## src/rtl/sparc_ifu_thrcmpl_pkg.sv

```systemverilog
// Shared definitions for the IFU thread-completion tracker: default
// geometry, category indices and the flat strobe-vector index helper.
package sparc_ifu_thrcmpl_pkg;

  // Default geometry
  localparam int NTHR_DEF  = 4;
  localparam int NCAT_DEF  = 3;
  localparam int TMO_W_DEF = 10;

  // Category indices; anything from 3 upward is a generic category
  localparam int CAT_IMISS = 0;
  localparam int CAT_OTHER = 1;
  localparam int CAT_STB   = 2;

  // Position of (category c, thread t) inside a flat NTHR*NCAT strobe vector
  function automatic int cat_bit(input int c, input int t, input int nthr);
    return c * nthr + t;
  endfunction

endpackage : sparc_ifu_thrcmpl_pkg

```

## src/rtl/sparc_ifu_thrcmpl_slice.sv

```systemverilog
// One thread of the completion tracker: the per-category pending flops,
// the park watchdog counter and the sticky timeout flag.
module sparc_ifu_thrcmpl_slice
  import sparc_ifu_thrcmpl_pkg::*;
#(
  parameter int NCAT  = NCAT_DEF,
  parameter int TMO_W = TMO_W_DEF
) (
  input  logic             clk,
  input  logic             reset,
  input  logic             active_i,
  input  logic [NCAT-1:0]  set_i,
  input  logic [NCAT-1:0]  rdy_i,
  input  logic             kill_i,
  input  logic [TMO_W-1:0] tmo_limit_i,
  input  logic             tmo_clr_i,
  output logic             completion_o,
  output logic [NCAT-1:0]  pend_o,
  output logic             tmo_fire_o,
  output logic             tmo_err_o
);

  logic [NCAT-1:0]  pend_q, pend_d;
  logic [TMO_W-1:0] cnt_q, cnt_d;
  logic             err_q, err_d;

  logic any_pend_s;
  logic sat_s;
  logic lim_on_s;
  logic expired_s;
  logic fire_s;
  logic cmpl_s;
  logic cnt_clr_s;

  // Summary terms: is anything parked, is every parked category ready now,
  // and has the watchdog run out on a still-unsatisfied wait
  always_comb begin
    any_pend_s = |pend_q;
    sat_s      = &(rdy_i | ~pend_q);
    lim_on_s   = (tmo_limit_i != {TMO_W{1'b0}});
    expired_s  = (cnt_q >= tmo_limit_i);
    fire_s     = any_pend_s & active_i & ~kill_i & lim_on_s & expired_s & ~sat_s;
    cmpl_s     = active_i & ~kill_i & any_pend_s & (sat_s | fire_s);
  end

  // Pending-bit next state: kill/inactive drops everything, a new set beats
  // a same-cycle ready or forced completion, otherwise ready/fire clears
  always_comb begin
    pend_d = pend_q;
    for (int c = 0; c < NCAT; c++) begin
      if (kill_i || !active_i) begin
        pend_d[c] = 1'b0;
      end else if (set_i[c]) begin
        pend_d[c] = 1'b1;
      end else if (rdy_i[c] || fire_s) begin
        pend_d[c] = 1'b0;
      end else begin
        pend_d[c] = pend_q[c];
      end
    end
  end

  // Watchdog: counts parked cycles, restarts whenever the wait ends or the
  // watchdog is disabled; firing at cnt >= limit keeps it from wrapping
  always_comb begin
    cnt_clr_s = ~any_pend_s | cmpl_s | kill_i | ~active_i | ~lim_on_s;
    if (cnt_clr_s) begin
      cnt_d = {TMO_W{1'b0}};
    end else begin
      cnt_d = cnt_q + {{(TMO_W-1){1'b0}}, 1'b1};
    end
  end

  // Sticky timeout flag: a fire in the same cycle as a clear keeps it set
  always_comb begin
    if (fire_s) begin
      err_d = 1'b1;
    end else if (tmo_clr_i) begin
      err_d = 1'b0;
    end else begin
      err_d = err_q;
    end
  end

  // State registers, dropped immediately by the asynchronous reset
  always_ff @(posedge clk or posedge reset) begin
    if (reset) begin
      pend_q <= {NCAT{1'b0}};
      cnt_q  <= {TMO_W{1'b0}};
      err_q  <= 1'b0;
    end else begin
      pend_q <= pend_d;
      cnt_q  <= cnt_d;
      err_q  <= err_d;
    end
  end

  assign completion_o = cmpl_s;
  assign tmo_fire_o   = fire_s;
  assign pend_o       = pend_q;
  assign tmo_err_o    = err_q;

endmodule : sparc_ifu_thrcmpl_slice

```

## src/rtl/sparc_ifu_thrcmpl_gen.sv

```systemverilog
// IFU thread-completion tracker. Re-packs the category-major strobe vectors
// into per-thread groups and instantiates one independent slice per thread.
module sparc_ifu_thrcmpl_gen
  import sparc_ifu_thrcmpl_pkg::*;
#(
  parameter int NTHR  = NTHR_DEF,
  parameter int NCAT  = NCAT_DEF,
  parameter int TMO_W = TMO_W_DEF
) (
  input  logic                 clk,
  input  logic                 reset,
  input  logic [NTHR-1:0]      thr_active,
  input  logic [NTHR*NCAT-1:0] wait_set,
  input  logic [NTHR*NCAT-1:0] wait_rdy,
  input  logic [NTHR-1:0]      wait_kill,
  input  logic [TMO_W-1:0]     tmo_limit,
  input  logic [NTHR-1:0]      tmo_clr,
  output logic [NTHR-1:0]      completion,
  output logic [NTHR*NCAT-1:0] wait_pend,
  output logic [NTHR-1:0]      tmo_fire,
  output logic [NTHR-1:0]      tmo_err
);

  for (genvar t = 0; t < NTHR; t++) begin : g_thr
    logic [NCAT-1:0] set_s;
    logic [NCAT-1:0] rdy_s;
    logic [NCAT-1:0] pend_s;

    for (genvar c = 0; c < NCAT; c++) begin : g_cat
      assign set_s[c]                       = wait_set[cat_bit(c, t, NTHR)];
      assign rdy_s[c]                       = wait_rdy[cat_bit(c, t, NTHR)];
      assign wait_pend[cat_bit(c, t, NTHR)] = pend_s[c];
    end

    sparc_ifu_thrcmpl_slice #(
      .NCAT  (NCAT),
      .TMO_W (TMO_W)
    ) u_slice (
      .clk          (clk),
      .reset        (reset),
      .active_i     (thr_active[t]),
      .set_i        (set_s),
      .rdy_i        (rdy_s),
      .kill_i       (wait_kill[t]),
      .tmo_limit_i  (tmo_limit),
      .tmo_clr_i    (tmo_clr[t]),
      .completion_o (completion[t]),
      .pend_o       (pend_s),
      .tmo_fire_o   (tmo_fire[t]),
      .tmo_err_o    (tmo_err[t])
    );
  end

endmodule : sparc_ifu_thrcmpl_gen

```

## config.mk

```make
export PLATFORM = sky130hd
export DESIGN_NAME = sparc_ifu_thrcmpl_gen
export DESIGN_NICKNAME = d
export VERILOG_FILES = /design/src/rtl/sparc_ifu_thrcmpl_pkg.sv /design/src/rtl/sparc_ifu_thrcmpl_slice.sv /design/src/rtl/sparc_ifu_thrcmpl_gen.sv
export SDC_FILE = /design/constraint.sdc
export NUM_CORES = 1
export LEC_CHECK = 0
export ABC_AREA = 0
export ABC_CLOCK_PERIOD_IN_PS = 2400
export BUFFER_PORTS_ARGS = -buffer_cell sky130_fd_sc_hd__buf_2
export CAP_MARGIN = 20
export CORE_UTILIZATION = 56
export CTS_CLUSTER_DIAMETER = 40
export CTS_CLUSTER_SIZE = 12
export DETAILED_ROUTE_END_ITERATION = 7
export GPL_TIMING_DRIVEN = 1
export HOLD_SLACK_MARGIN = 0.02
export PLACE_DENSITY = 0.81
export SETUP_SLACK_MARGIN = 0.15
export SYNTH_ARGS = -nofsm -noshare
export SYNTH_HDL_FRONTEND = slang
export SYNTH_SLANG_ARGS = --single-unit
```

## constraint.sdc

```tcl
create_clock -name clk -period 2.4 [get_ports clk]
set_input_delay 0.12 -clock clk [delete_from_list [all_inputs] [get_ports clk]]
set_output_delay 0.12 -clock clk [all_outputs]
set_load 0.05 [all_outputs]
```

* Word-level counts from Yosys, hierarchy flattened
Index checks and enable logic that the tools add are counted.
** Operators by class
- $add $sub $neg :: 4
- $lt $le $gt $ge :: 4
- Mux-type cells :: 48
- Bitwise gates (word level) :: 77
- Reduce and logical (&&, ||, !) cells :: 45
** Operator list (count)
- 1-bit two-way mux :: 44
- 10-bit by 1-bit adder with 10-bit output (second input constant) :: 4
- 10-bit >= comparator :: 4
- 10-bit two-way mux :: 4
- 3-bit nonzero test :: 12
- 1-bit AND :: 32
- 1-bit bitwise OR :: 20
- 1-bit inverter :: 17
- 1-bit logical OR :: 16
- 3-bit inverter :: 4
- 3-bit bitwise OR :: 4
- 3-bit AND reduction :: 4
- 3-bit OR reduction :: 4
- 10-bit nonzero test :: 1
- 2-bit nonzero test :: 4
- 1-bit logical NOT :: 4
** Word-level totals
- Register bits after elaboration :: 56
- Bits of input ports :: 48
- Output and inout bits :: 24
- Logic and storage cells :: 198

* Longest topological paths before layout
- Depth after elaboration :: 13
- Mapped depth :: 8
- Mapped depth without buffers :: 7

* By module
Synthesis repeated with hierarchy kept, for this count alone.
** Unflattened totals
- Cells, all modules :: 428
- Area, all modules :: 3818.7 sq um
** Modules (own cells, without submodules)
- sparc_ifu_thrcmpl_slice :: instances 4, cells an instance 107, area an instance 954.7 sq um, sequential area each 350.3 sq um

* Least setup slack after synthesis
Ideal clock, no wire load.
- Path type :: register to output
- From :: register g_thr[0].u_slice.cnt_q[3]
- To :: output port completion[0]
- Arrival :: 1.976 ns
- Data required time :: 2.280 ns
- Setup slack :: 0.304 ns
- Stages on the path, launching flop included :: 7
- Cell sequence :: dfrtp_1 -> ha_1 -> a41oi_1 -> or3_1 -> a211oi_1 -> o21bai_1 -> buf_4
** On the way
- Word-level cells in the longest chain between the ends :: 5
** RTL lines
- from (decl) :: line sparc_ifu_thrcmpl_slice.sv:24 : logic [TMO_W-1:0] cnt_q, cnt_d;
- from (signal assigned) :: line sparc_ifu_thrcmpl_slice.sv:89 : cnt_q <= {TMO_W{1'b0}};
- from (signal assigned) :: line sparc_ifu_thrcmpl_slice.sv:93 : cnt_q <= cnt_d;
- 10-bit >= comparator :: line sparc_ifu_thrcmpl_slice.sv:41 : expired_s = (cnt_q >= tmo_limit_i);
- 1-bit AND (2 in a row) :: line sparc_ifu_thrcmpl_slice.sv:42 : fire_s = any_pend_s & active_i & ~kill_i & lim_on_s & expired_s & ~sat_s;
- 1-bit bitwise OR :: line sparc_ifu_thrcmpl_slice.sv:43 : cmpl_s = active_i & ~kill_i & any_pend_s & (sat_s | fire_s);
- 1-bit AND :: line sparc_ifu_thrcmpl_slice.sv:43
- to (decl) :: line sparc_ifu_thrcmpl_gen.sv:18 : output logic [NTHR-1:0] completion,
No other way between the ends.

* Worst setup path in the final report
- From :: register g_thr[0].u_slice.cnt_q[6]
- To :: output port completion[0]
Same word-level chain as after synthesis.

==> metrics.txt <==
status=finished, final reports clean; fin crit period=around 2400 ps; Req. time, crit path=2280 ps; DP Worst Slack=around 180 ps; initial DRC count=between 200 and 300; drt via density=a little under 6; Seq pwr share=a little over half; clock slew at reported path FFs=roughly 110 ps; clk buf depth=2; Root Buffer=clkbuf_8; Post-Syn Nets=490; IO Count=72; Hold WC Path Type=in2reg; CP max-delay cell=dfrtp_1; Slew headroom=44.8%; Layout area overhead=33.6%; CP Max Fanout=3; fin nets=a little over 600; actual slew at the worst max-slew pin=~800 ps; Leakage Power=around 2.4 nW; final worst path period share=98.2%; Pwr Total=about 1.7 mW; I/O Buffers=71; cell area after layout=slightly below 0.005 mm²; Max Clk Rate=424 MHz; CTS Buf Count=5; first-pass GRT wire length=14800 µm; Ys Warns=0; final RePlAce weighted congestion=around 0.86; CTS tree=built; core area=between 0.006 and 0.007 mm²; Diodes inserted=0; Setup Viol. Count Final=0; WP data arrival=between 2000 and 2500 ps; Placement Cell Area=just over 0.004 mm²; DRC=0; Gate power share=between 15 and 20%; Final WS setup=between 40 and 50 ps; ranking of synthesized cells by area=dfrtp_1, ha_1, nor2_1; CP cell instances=ha_1 -> nand4_1 -> or3_4 -> a211oi_4 -> o21bai_4 -> buf_8; drt first pass iters=5; Final Max Tran Viols=0; H-tree depth=2; critical path's largest stage delay=between 400 and 500 ps; unrepaired setup endpoints after global routing=true; critical path capture point type=primary output; overflow left after global routing=0; internal power=~1.3 mW; Synth area leader=dfrtp_1; Skew-Pair Late Insertion Delay=about 330 ps; switching share of power=between 20% and 30%; Final Hold Viols=0; die area=a little under 0.007 mm²; VDD IR max=roughly 0.00028 V; share of cells above drive strength 1=34.9%; mean post-synth cell area=~9.2 µm²; total number of vias=3484; antenna viol nets, final=0; CTS Sinks=56; chip height=83.0 µm; setup_tns=0 ps; GRT Total Usage=between 20% and 30%; initial antenna violation count=0; Synth top area share=about two fifths; WL per Instance=18.0 µm; starting density of the core=just under 60%; DRT Wirelength=around 11000 µm; Rows=29; FF+latch count, synth=56; pin count of the biggest net entering global routing=28; sw power=0.495 mW; chip width=around 83 µm; Syn Std Cell Area=between 0.003 and 0.004 mm²; Clk network pwr share=29.5%; Startpoint Class=flop; sequential share of the synthesized area=a little under two fifths; Detail Placement HPWL=6000 µm; Worst Skew=11.8 ps; max-cap viol count=0; ratio of total power to cell area=between 300 and 400 mW/mm²; Post-Syn Instances=slightly below 400; CP Class=reg2out; vias in the first global route=3421; Yosys cell types=35
-- cell families after synthesis --
kind of cell | count (synthesis) | synth area share [%]
DFF | 56 | 38.2
buffers and inverters | 53 | 6.65
AOI/OAI and AO/OA | 69 | 12.5
xor gates and xnor gates | 32 | 7.64
and+or+nand+nor | 144 | 20.0
adders and majority gates | 44 | 15.0
-- area by class of cell --
class | instances | area (µm²)
Fill cell | 392 | 1450
Multi-Input combinational cell | 289 | 2330
Clock buffer | 6 | 72.6
Tap cell | 77 | 96.3
Sequential cell | 56 | 1410
Timing Repair Buffer | 126 | 836
Clock inverter | 1 | 5.00
Inverter | 41 | 154
-- power by group through the flow --
| stage | logic [mW] | clock network, mW | registers, mW |
|---|---|---|---|
| after floorplan | 0.110 | 0 | 1.01 |
| after global placement | 0.217 | 0 | 0.978 |
| after detailed placement | 0.227 | 0 | 0.978 |
| after CTS | 0.239 | 0.502 | 0.959 |
| after global routing | 0.293 | 0.549 | 0.961 |
| final | 0.272 | 0.514 | 0.959 |
-- per-stage QoR --
| step | std cells | utilization (%) | hold WS, ps |
|---|---|---|---|
| after floorplan | 398 | - | 241 |
| after global placement | 539 | 64.1 | 218 |
| after detailed placement | 539 | 64.1 | 231 |
| after CTS | 573 | 70.7 | 27.7 |
| after global routing | 596 | 77.2 | 20.8 |
| final | 596 | 77.2 | 12.9 |
-- flip-flops by register name, indices dropped and copies added, names as in the netlist --
name / count
g_thr.u_slice.cnt_q: 40
g_thr.u_slice.pend_o: 12
g_thr.u_slice.tmo_err_o: 4
-- final timing paths --
kind / to / slack, ps / cells after the start / startpoint
setup / recovery: completion[0] / 40 / 6 / g_thr[0].u_slice.cnt_q[6]
hold reg to reg: g_thr[3].u_slice.cnt_q[0] / 490 / 1 / g_thr[3].u_slice.cnt_q[0]
hold / removal: g_thr[1].u_slice.pend_o[1] / 10 / 3 / wait_set[5]
max in group asynchronous: g_thr[2].u_slice.cnt_q[2] / 1280 / 4 / reset
min in group asynchronous: g_thr[1].u_slice.pend_o[1] / 410 / 3 / reset
setup reg to reg: g_thr[3].u_slice.cnt_q[4] / 330 / 7 / g_thr[3].u_slice.cnt_q[7]
-- cells in the final DEF (no fill, tap or decap), drive strengths merged --
master,instances
buf,125
nor2,56
dfrtp,56
ha,44
inv,41
a21oi,23
nand3,20
xor2,19
o21ai,17
nor2b,16
nand2,16
xnor2,13
nand4,13
a211oi,7
nor3,6
clkbuf,6
nand2b,6
o31ai,4
and2,4
a22o,4
o21bai,4
or3,3
a211o,2
o21a,2
a21boi,2
o41a,2
or4,2
nor4,1
or2b,1
a21o,1
a41oi,1
clkinv,1
dlygate4sd3,1
-- per-layer routing --
layer	up-vias	part of all wire (%)	GRT usage, %
li1	1598	-	-
met1	1652	39	30.3
met2	178	51	48.1
met3	56	5.5	4.37
met4	0	4.2	14.3
met5	-	0	0
-- synthesized netlist by cell type --
cell      instances
dfrtp_1          56
nor2_1           56
ha_1             44
inv_1            41
a21oi_1          23
xor2_1           19
nand3_1          18
o21ai_0          17
nand2_1          16
nor2b_1          16
xnor2_1          13
buf_4            12
nand4_1          11
a211oi_1          7
nand2b_1          6
nor3_1            6
a22o_1            4
o21bai_1          4
o31ai_1           4
and2_1            3
or3_1             3
a211o_1           2
a21boi_4          2
nand3_2           2
nand4_2           2
o21a_1            2
a21o_1            1
a41oi_1           1
and2_2            1
nor4_4            1
o41a_1            1
o41a_2            1
or2b_2            1
or4_1             1
or4_4             1
-- worst max-delay path, delay by kind of cell (launching register included) --
kind	cells	cell delay (ps)
AOI/OAI and AO/OA	2	440
adders and majority gates	1	310
buffers and inverters	1	160
DFF	1	430
and+or+nand+nor	2	570
-- what timing repair did --
item,in CTS,in global routing
resized for setup,32,33
hold endpoints to repair,25,0
setup buffers,26,23
pin swaps,9,16
cloned,0,0
hold buffers,1,0
setup endpoints to repair,8,8
(Power assumes the default switching activity.)
